File: src/rtl/vault_work_dispatcher.sv
// Work dispatcher for a bank of mining cores: broadcasts work, collects found
// nonces through per-core pending slots into a result FIFO, and measures hashrate.
module vault_work_dispatcher #(
  parameter int unsigned NUM_CORES   = 4,
  parameter int unsigned WORK_W      = 640,
  parameter int unsigned FIFO_DEPTH  = 8,
  parameter int unsigned RATE_WINDOW = 100000000,
  parameter int unsigned LED_THRESH  = 40000000
) (
  input  logic                      clk,
  input  logic                      rst_n,
  input  logic                      enable,
  input  logic                      work_valid,
  output logic                      work_ready,
  input  logic [WORK_W-1:0]         work_data,
  output logic [WORK_W-1:0]         core_work,
  output logic [NUM_CORES-1:0]      core_start,
  output logic                      core_abort,
  output logic [NUM_CORES*32-1:0]   core_base_nonce,
  input  logic [NUM_CORES-1:0]      core_busy,
  input  logic [NUM_CORES-1:0]      core_found,
  input  logic [NUM_CORES-1:0]      core_hash_tick,
  input  logic [NUM_CORES*32-1:0]   core_nonce,
  output logic                      res_valid,
  input  logic                      res_ready,
  output logic [31:0]               res_nonce,
  output logic [((NUM_CORES > 1) ? $clog2(NUM_CORES) : 1)-1:0] res_core,
  output logic [31:0]               hashrate,
  output logic                      overflow,
  output logic [1:0]                state,
  output logic [3:0]                leds
);

  localparam int unsigned RC_W   = (NUM_CORES > 1) ? $clog2(NUM_CORES) : 1;
  localparam int unsigned PTR_W  = $clog2(FIFO_DEPTH);
  localparam int unsigned CYC_W  = (RATE_WINDOW > 1) ? $clog2(RATE_WINDOW) : 1;
  localparam int unsigned TICK_W = $clog2(NUM_CORES + 1);

  typedef enum logic [1:0] {
    ST_IDLE  = 2'd0,
    ST_LOAD  = 2'd1,
    ST_RUN   = 2'd2,
    ST_ABORT = 2'd3
  } state_e;

  typedef struct packed {
    logic [RC_W-1:0] core;
    logic [31:0]     nonce;
  } res_entry_t;

  state_e                state_q, state_d;
  logic [WORK_W-1:0]     work_q, work_d;
  logic [NUM_CORES-1:0]  start_q, start_d;
  logic                  abort_q, abort_d;
  logic [1:0]            run_cnt_q, run_cnt_d;
  logic                  xfer;

  logic [NUM_CORES-1:0]  pend_v_q, pend_v_d;
  logic [31:0]           pend_n_q [NUM_CORES];
  logic [31:0]           pend_n_d [NUM_CORES];
  logic                  ovf_q, ovf_d;
  logic                  push_any, push;
  logic [RC_W-1:0]       sel;
  res_entry_t            push_entry;

  res_entry_t            mem_q [FIFO_DEPTH];
  logic [PTR_W:0]        wr_q, rd_q;
  logic                  full, empty, pop;

  logic [TICK_W-1:0]     tick_cnt;
  logic [32:0]           win_sum;
  logic [31:0]           win_sat;
  logic [31:0]           win_q, rate_q;
  logic [CYC_W-1:0]      cyc_q;
  logic                  window_end;
  logic                  any_push_q;

  assign work_ready = enable && (state_q == ST_IDLE || state_q == ST_RUN);
  assign xfer       = work_valid && work_ready;

  // Control FSM next-state; a new transfer in RUN restarts the job through LOAD.
  always_comb begin
    state_d   = state_q;
    work_d    = work_q;
    start_d   = '0;
    abort_d   = 1'b0;
    run_cnt_d = run_cnt_q;
    case (state_q)
      ST_IDLE: begin
        if (xfer) begin
          work_d  = work_data;
          start_d = '1;
          state_d = ST_LOAD;
        end
      end
      ST_LOAD: begin
        run_cnt_d = 2'd1;
        if (!enable) begin
          abort_d = 1'b1;
          state_d = ST_ABORT;
        end else begin
          state_d = ST_RUN;
        end
      end
      ST_RUN: begin
        if (!enable) begin
          abort_d = 1'b1;
          state_d = ST_ABORT;
        end else if (xfer) begin
          work_d  = work_data;
          start_d = '1;
          state_d = ST_LOAD;
        end else begin
          if (run_cnt_q != 2'd3) run_cnt_d = run_cnt_q + 2'd1;
          if (core_busy == '0 && run_cnt_q >= 2'd2) state_d = ST_IDLE;
        end
      end
      ST_ABORT: state_d = ST_IDLE;
      default:  state_d = ST_IDLE;
    endcase
  end

  always_ff @(posedge clk or negedge rst_n) begin
    if (!rst_n) begin
      state_q   <= ST_IDLE;
      work_q    <= '0;
      start_q   <= '0;
      abort_q   <= 1'b0;
      run_cnt_q <= 2'd0;
    end else begin
      state_q   <= state_d;
      work_q    <= work_d;
      start_q   <= start_d;
      abort_q   <= abort_d;
      run_cnt_q <= run_cnt_d;
    end
  end

  assign state      = state_q;
  assign core_work  = work_q;
  assign core_start = start_q;
  assign core_abort = abort_q;

  for (genvar g = 0; g < NUM_CORES; g++) begin : g_base
    assign core_base_nonce[32*g +: 32] = 32'((64'(g) << 32) / 64'(NUM_CORES));
  end

  // Lowest occupied pending slot drains first; a slot freed this cycle may reload.
  always_comb begin
    push_any = 1'b0;
    sel      = '0;
    for (int i = int'(NUM_CORES) - 1; i >= 0; i--) begin
      if (pend_v_q[i]) begin
        push_any = 1'b1;
        sel      = RC_W'(i);
      end
    end
    push       = push_any && (!full || pop);
    push_entry = '{core: sel, nonce: pend_n_q[sel]};
    pend_v_d   = pend_v_q;
    pend_n_d   = pend_n_q;
    ovf_d      = ovf_q;
    if (push) pend_v_d[sel] = 1'b0;
    for (int i = 0; i < int'(NUM_CORES); i++) begin
      if (core_found[i]) begin
        if (!pend_v_d[i]) begin
          pend_v_d[i] = 1'b1;
          pend_n_d[i] = core_nonce[32*i +: 32];
        end else begin
          ovf_d = 1'b1;
        end
      end
    end
  end

  always_ff @(posedge clk or negedge rst_n) begin
    if (!rst_n) begin
      pend_v_q   <= '0;
      ovf_q      <= 1'b0;
      any_push_q <= 1'b0;
      for (int i = 0; i < int'(NUM_CORES); i++) pend_n_q[i] <= '0;
    end else begin
      pend_v_q   <= pend_v_d;
      ovf_q      <= ovf_d;
      any_push_q <= any_push_q | push;
      pend_n_q   <= pend_n_d;
    end
  end

  assign full  = (wr_q - rd_q) == (PTR_W+1)'(FIFO_DEPTH);
  assign empty = (wr_q == rd_q);
  assign pop   = !empty && res_ready;

  always_ff @(posedge clk or negedge rst_n) begin
    if (!rst_n) begin
      wr_q <= '0;
      rd_q <= '0;
    end else begin
      if (push) wr_q <= wr_q + (PTR_W+1)'(1);
      if (pop)  rd_q <= rd_q + (PTR_W+1)'(1);
    end
  end

  always_ff @(posedge clk) begin
    if (push) mem_q[wr_q[PTR_W-1:0]] <= push_entry;
  end

  assign res_valid = !empty;
  assign res_nonce = mem_q[rd_q[PTR_W-1:0]].nonce;
  assign res_core  = mem_q[rd_q[PTR_W-1:0]].core;
  assign overflow  = ovf_q;

  // Hash tick accumulation with saturation; the closing cycle's ticks count.
  always_comb begin
    tick_cnt = '0;
    for (int i = 0; i < int'(NUM_CORES); i++) tick_cnt = tick_cnt + TICK_W'(core_hash_tick[i]);
    win_sum = {1'b0, win_q} + 33'(tick_cnt);
    win_sat = win_sum[32] ? 32'hFFFF_FFFF : win_sum[31:0];
  end

  assign window_end = (cyc_q == CYC_W'(RATE_WINDOW - 1));

  always_ff @(posedge clk or negedge rst_n) begin
    if (!rst_n) begin
      win_q  <= '0;
      rate_q <= '0;
      cyc_q  <= '0;
    end else if (window_end) begin
      rate_q <= win_sat;
      win_q  <= '0;
      cyc_q  <= '0;
    end else begin
      win_q  <= win_sat;
      cyc_q  <= cyc_q + CYC_W'(1);
    end
  end

  assign hashrate = rate_q;
  assign leds     = {state_q == ST_RUN, any_push_q, rate_q > 32'(LED_THRESH), enable};

endmodule

File: config.mk
export PLATFORM = sky130hd
export DESIGN_NAME = vault_work_dispatcher
export DESIGN_NICKNAME = d
export VERILOG_FILES = /design/src/rtl/vault_work_dispatcher.sv
export SDC_FILE = /design/constraint.sdc
export NUM_CORES = 2
export LEC_CHECK = 0
export CORE_AREA = 2 2 635 637
export DETAILED_ROUTE_END_ITERATION = 10
export DIE_AREA = 0 0 637 639
export PLACE_DENSITY = 0.3
export SLEW_MARGIN = 20
export SYNTH_ARGS = -nofsm -noshare
export SYNTH_HDL_FRONTEND = slang
export SYNTH_SLANG_ARGS = --single-unit
File: constraint.sdc
create_clock -name clk -period 9 [get_ports clk]
set_input_delay 2.25 -clock clk [delete_from_list [all_inputs] [get_ports clk]]
set_output_delay 2.25 -clock clk [all_outputs]
set_load 0.05 [all_outputs]
# Word-level counts from Yosys, hierarchy flattened
# Memories as Yosys holds them, arrays and structs flattened.
# Index checks and enable logic that the tools add are counted.
dict set report op_classes {
  order_cmp 5
  n_mux 49
  eq_ne 12
  add_sub_neg 9
  n_reduce_logical 22
  bitwise 8
}
# operator count
set ops {}
lappend ops {{two-way mux 640 bit} 2}
lappend ops {{one-hot mux 640 bit (2 select lines)} 1}
lappend ops {{two-way mux 32 bit} 4}
lappend ops {{binary-select mux 32 bit (select 2 bit)} 1}
lappend ops {{adder 32 x 3 -> 33 bit} 1}
lappend ops {{greater-than comparator 32 x 26 -> 1 bit, second input constant} 1}
lappend ops {{adder 27 x 1 -> 27 bit, second input constant} 1}
lappend ops {{== test 27 bit, second input constant} 1}
lappend ops {{two-way mux 27 bit} 1}
lappend ops {{two-way mux 1 bit} 22}
lappend ops {{two-way mux 2 bit} 11}
lappend ops {{two-way mux 4 bit} 3}
lappend ops {{AND reduction 2 bit} 6}
lappend ops {{adder 4 x 1 -> 4 bit, second input constant} 2}
lappend ops {{inequality test 2 bit, second input constant} 4}
lappend ops {{one-hot mux 2 bit (4 select lines)} 1}
lappend ops {{one-hot mux 4 bit (2 select lines)} 1}
lappend ops {{logical AND 1 bit} 6}
lappend ops {{bitwise AND 4 bit} 1}
lappend ops {{== test 2 bit, second input constant} 2}
lappend ops {{== test 4 bit} 1}
lappend ops {{== test 4 bit, second input constant} 1}
lappend ops {{zero test 4 bit} 1}
lappend ops {{inequality test 4 x 2 -> 1 bit, second input constant} 1}
lappend ops {{other kinds (23)} 29}
dict set report word_totals {
  ramBits 272
  elab_cells 123
  regBits 882
  mem_count 1
}
# memory depth width read_ports rd_clocked_by_memory_dff wr line
set memory_table {}
lappend memory_table {mem_q 8 34 1 0 1 66} ;# res_entry_t mem_q [FIFO_DEPTH];

# Logic depth before layout (Yosys ltp)
dict set report logic_depth {
  word_depth 19
  ltp_mapped 12
  depth_no_buf 9
}

# Worst setup path after synthesis
# OpenSTA, ideal clock, no wires.
dict set report synth_timing {
  path_type {in2reg}
  start {in res_ready}
  end {mem mem_q[2][0] (netlist bit) (enable)}
  slack_ps 1847
  path_stages 6
  arrival_ps 6630
  cell_sequence {nor4bb_1 > and4_4 > buf_6 > or3_1 > clkbuf_1 > nor4b_1}
}
dict set report synth_via {
  elab_chain_cells 5
}
# element line
set synth_rtl {}
lappend synth_rtl {{start: declaration} 25} ;# input logic res_ready,
lappend synth_rtl {{logical AND 1 bit} 192} ;# assign pop = !empty && res_ready;
lappend synth_rtl {{logical OR 1 bit} 158} ;# push = push_any && (!full || pop);
lappend synth_rtl {{logical AND 1 bit} 158}
lappend synth_rtl {{two-way mux 1 bit} 205} ;# if (push) mem_q[wr_q[PTR_W-1:0]] <= push_entry;
lappend synth_rtl {{two-way mux 1 bit (implied by the code)} 205}
lappend synth_rtl {{end: declaration} 66}
# No other way between the ends.

# Final worst setup path
dict set report layout_timing {
  start {in enable}
  end {out work_ready}
}
dict set report layout_via {
  elab_chain_cells 1
}
# element line
set layout_rtl {}
lappend layout_rtl {{start: declaration} 12} ;# input logic enable,
lappend layout_rtl {{logical AND 1 bit} 78} ;# assign work_ready = enable && (state_q == ST_IDLE || state_q == ST_RUN);
lappend layout_rtl {{end: declaration} 14} ;# output logic work_ready,
# No other way between the ends.

==> key figures <==
Global route
  – First-pass GRT wire length: 395000 µm
  – Initial antenna violation count: 260
  – Largest net degree at the start of global routing: 120
  – Vias in the first global route: 34400
  – Grt ovf: 0
  – GRT Total Usage: 14.9%

Outcome
  – Status: finished clean

Worst setup path
  – R2r setup slk: 4.36 ns
  – Worst path most repeated cell: clkdlybuf4s50_1
  – Critical Path RT: 6.75 ns
  – RR Startpoint: rd_q[1]
  – CP Cell Sequence: clkdlybuf4s50_1 > o21a_1 > clkdlybuf4s50_1
  – Setup Crit Path Kind: primary input to output pin
  – Setup crit start kind: primary input
  – Critical path peak fanout: 7
  – Critical path's largest stage delay: 0.88 ns
  – Reg2reg end: mem_q[7][28]
  – Crit path DAT: 4.17 ns
  – Buf/Inv on CP: 2
  – R2R depth: 9
  – Worst path slowest cell: clkdlybuf4s50_1
  – Delay-heaviest family, CP: buffers and inverters
  – Crit. End Element: output pin

Routing
  – DR pass1 iterations: 5
  – Drt wl/cell: 31.1 µm
  – # DRC: 0
  – Antenna Nets Post-Route: 0
  – Iter 0 DRT Violations: approximately 2100
  – Routed vias: between 30000 and 40000
  – Routed WL: between 300000 and 400000 µm
  – DR vias/cell: 3.29

Worst hold path
  – Hold worst-path end: pend_n_q[39]
  – HP Class: register to register
  – Hold_sp: pend_n_q[39]
  – Hold Path Depth: 1

Logic synthesis
  – EDFF count, synth: roughly 270
  – Main synth FF type: dfrtp_1
  – Xor/xnor share of the synthesized area: about 1.1%
  – Flop and latch count out of synthesis: about 1200
  – Syn avg cell area: 15.4 µm²
  – Largest family of logic cells by synthesized area: multiplexers
  – Area share of fa/ha/maj cells after synthesis: less than 1%
  – Yosys warns: 0
  – Synth unique cells: 63
  – Post-synthesis simple-gate area fraction: under 10%
  – Post-synthesis mux area share: 22.9%
  – Synth Area in Compound Gates: 2.27%
  – Post-synthesis sequential area ratio: 65.0%
  – Async set or reset register ratio after synthesis: 76.4%
  – Synth Cell Area: 0.0464 mm²
  – Post-Synthesis Cells: ~3000

CTS
  – Clk sinks: 1151
  – CTS clk-pin slew, worst paths: about 0.050 ns
  – CTS Buffer Depth: 4
  – Postcts setup bufs: 0
  – Hold Buf Count CTS: 0
  – Number of H-tree levels: 4
  – Resized cells post-CTS: 0
  – Root Driver: clkbuf_16
  – Clk_lat worst skew: 0.88 ns
  – Total CTS buffers: 170
  – CTS tree: yes

Final layout
  – Nets: 5401
  – Cell area after layout: 0.0732 mm²
  – Layout Cells excl Fill: 10100
  – Layout cells sized above 1: 24.9%
  – Most frequent cells in the layout: clkdlybuf4s50_1, dfrtp_1, mux2_2
  – Commonest non-fill, non-tap cell in the layout: clkdlybuf4s50_1
  – Util after Layout: 18.3%
  – Area grow syn2layout: 57.8%

Place
  – Post-placement cell count: 9716
  – Pre-CTS setup slack: 2.60 ns
  – Post-DP HPWL: 256000 µm
  – Cell Area, Placed: 0.0676 mm²
  – IO buf count: ~1500
  – GP Congestion: 0.902

STA
  – Final worst slack: 2.58 ns
  – Period utilization: 71.3%
  – RSZ-0062 raised after global routing: no
  – Worst Skew: 0.0848 ns
  – Achievable Freq: 156 MHz
  – Final worst path period need: 6.42 ns
  – Sum of negative setup slack: 0 ns
  – Hold violation total from the final report: 0
  – Final setup fails: 0
  – Fin. max-slew vios: 0
  – Slew @ Worst Pin: 1.20 ns
  – Worst hold slack: 0.494 ns
  – Slew HR: ~20%

Pwr
  – PD cells: 431 mW/mm²
  – P_leak: approximately 28 nW
  – Total power: 31.6 mW
  – Worst VDD drop: ~0.22 mV

Die
  – Io pins: 1633
  – Row count: 233
  – Core Box Area: 0.401 mm²
  – Initial Util: 11.6%
  – Die area: slightly above 0.4 mm²
  – DIE WIDTH: 637 µm
  – Die Ht: 639 µm

Flow run
  – Max_cap viols: 0
-- cells in the mapped netlist, drive strengths merged, types with 12 or more instances --
library cell  instances  area share (%)
a21o                 34            0.55
a21oi                30            0.32
buf                 205             3.0
clkbuf               81            0.66
dfrtp               879              47
edfxtp              272              18
ha                   12            0.32
inv                  17            0.14
mux2                768              19
mux2i                34            0.73
mux4                 68             3.3
nand2               192             1.6
nand3                55            0.59
nand4                25            0.34
nor2                 78            0.64
nor3                 15            0.16
nor4                 18            0.26
o21ai                95             1.0
xnor2                27            0.51
xor2                 28            0.53
-- final cells by class --
| cell class | count | area (µm²) |
|---|---|---|
| Fill cell | 43600 | 328000 |
| Tap cell | 5287 | 6620 |
| Timing Repair Buffer | 1568 | 15600 |
| Clock inverter | 60 | 707 |
| Clock buffer | 240 | 4810 |
| Inverter | 18 | 67.6 |
| Sequential cell | 1151 | 30200 |
| Antenna cell | 62 | 155 |
| Multi-Input combinational cell | 1692 | 15100 |
-- worst reg2reg max path, cell delays in order, from the launching register on --
cell      delay (ns)
dfrtp_4         0.82
buf_4           0.66
inv_1           0.14
ha_1            0.36
nor4bb_1        0.17
and4_4          0.22
nor3_1          0.62
nand4_1         0.26
inv_2           0.57
buf_4           0.44
-- registers in the layout, indices dropped and copies added (netlist names) --
name	cells
hashrate	32
core_start	1
core_abort	1
win_q	32
cyc_q	27
pend_v_q	4
state	2
pend_n_q	128
mem_q	272
core_work	640
wr_q	4
any_push_q	1
rd_q	4
overflow	1
run_cnt_q	2
-- where the power goes --
part | total (mW) | switching (mW) | internal, mW
Sequential | 8.97 | 1.29 | 7.68
Combinational | 15.8 | 10.6 | 5.20
Clock | 6.83 | 2.77 | 4.06
Total | 31.6 | 14.7 | 16.9
-- cell families (layout without fill, tap and decap cells) --
family,after synthesis,after routing
AOI/OAI and AO/OA,181,181
DFF,1151,1151
buffers and inverters,304,1886
muxes,870,870
xor gates and xnor gates,56,56
and+or+nand+nor,442,442
adders and majority gates,15,15
other,2,190
-- worst max path at each step --
stage / startpoint / endpoint / slack [ns] / cells after the start
after floorplan: res_ready / mem_q[2][0] / 1.85 / 6
after global routing: enable / work_ready / 2.50 / 3
after global placement: enable / work_ready / 2.62 / 3
after CTS: enable / work_ready / 2.60 / 3
final: enable / work_ready / 2.58 / 3
after detailed placement: enable / work_ready / 2.60 / 3
-- per-layer routing --
metal,global-route usage [%],vias up,share of wire [%]
met5,0,-,0.12
met4,3.40,62,2.9
met3,8.63,620,12
met2,27.0,1505,51
met1,14.6,17100,34
li1,-,13900,-
Power figures use the tool's default switching activity.
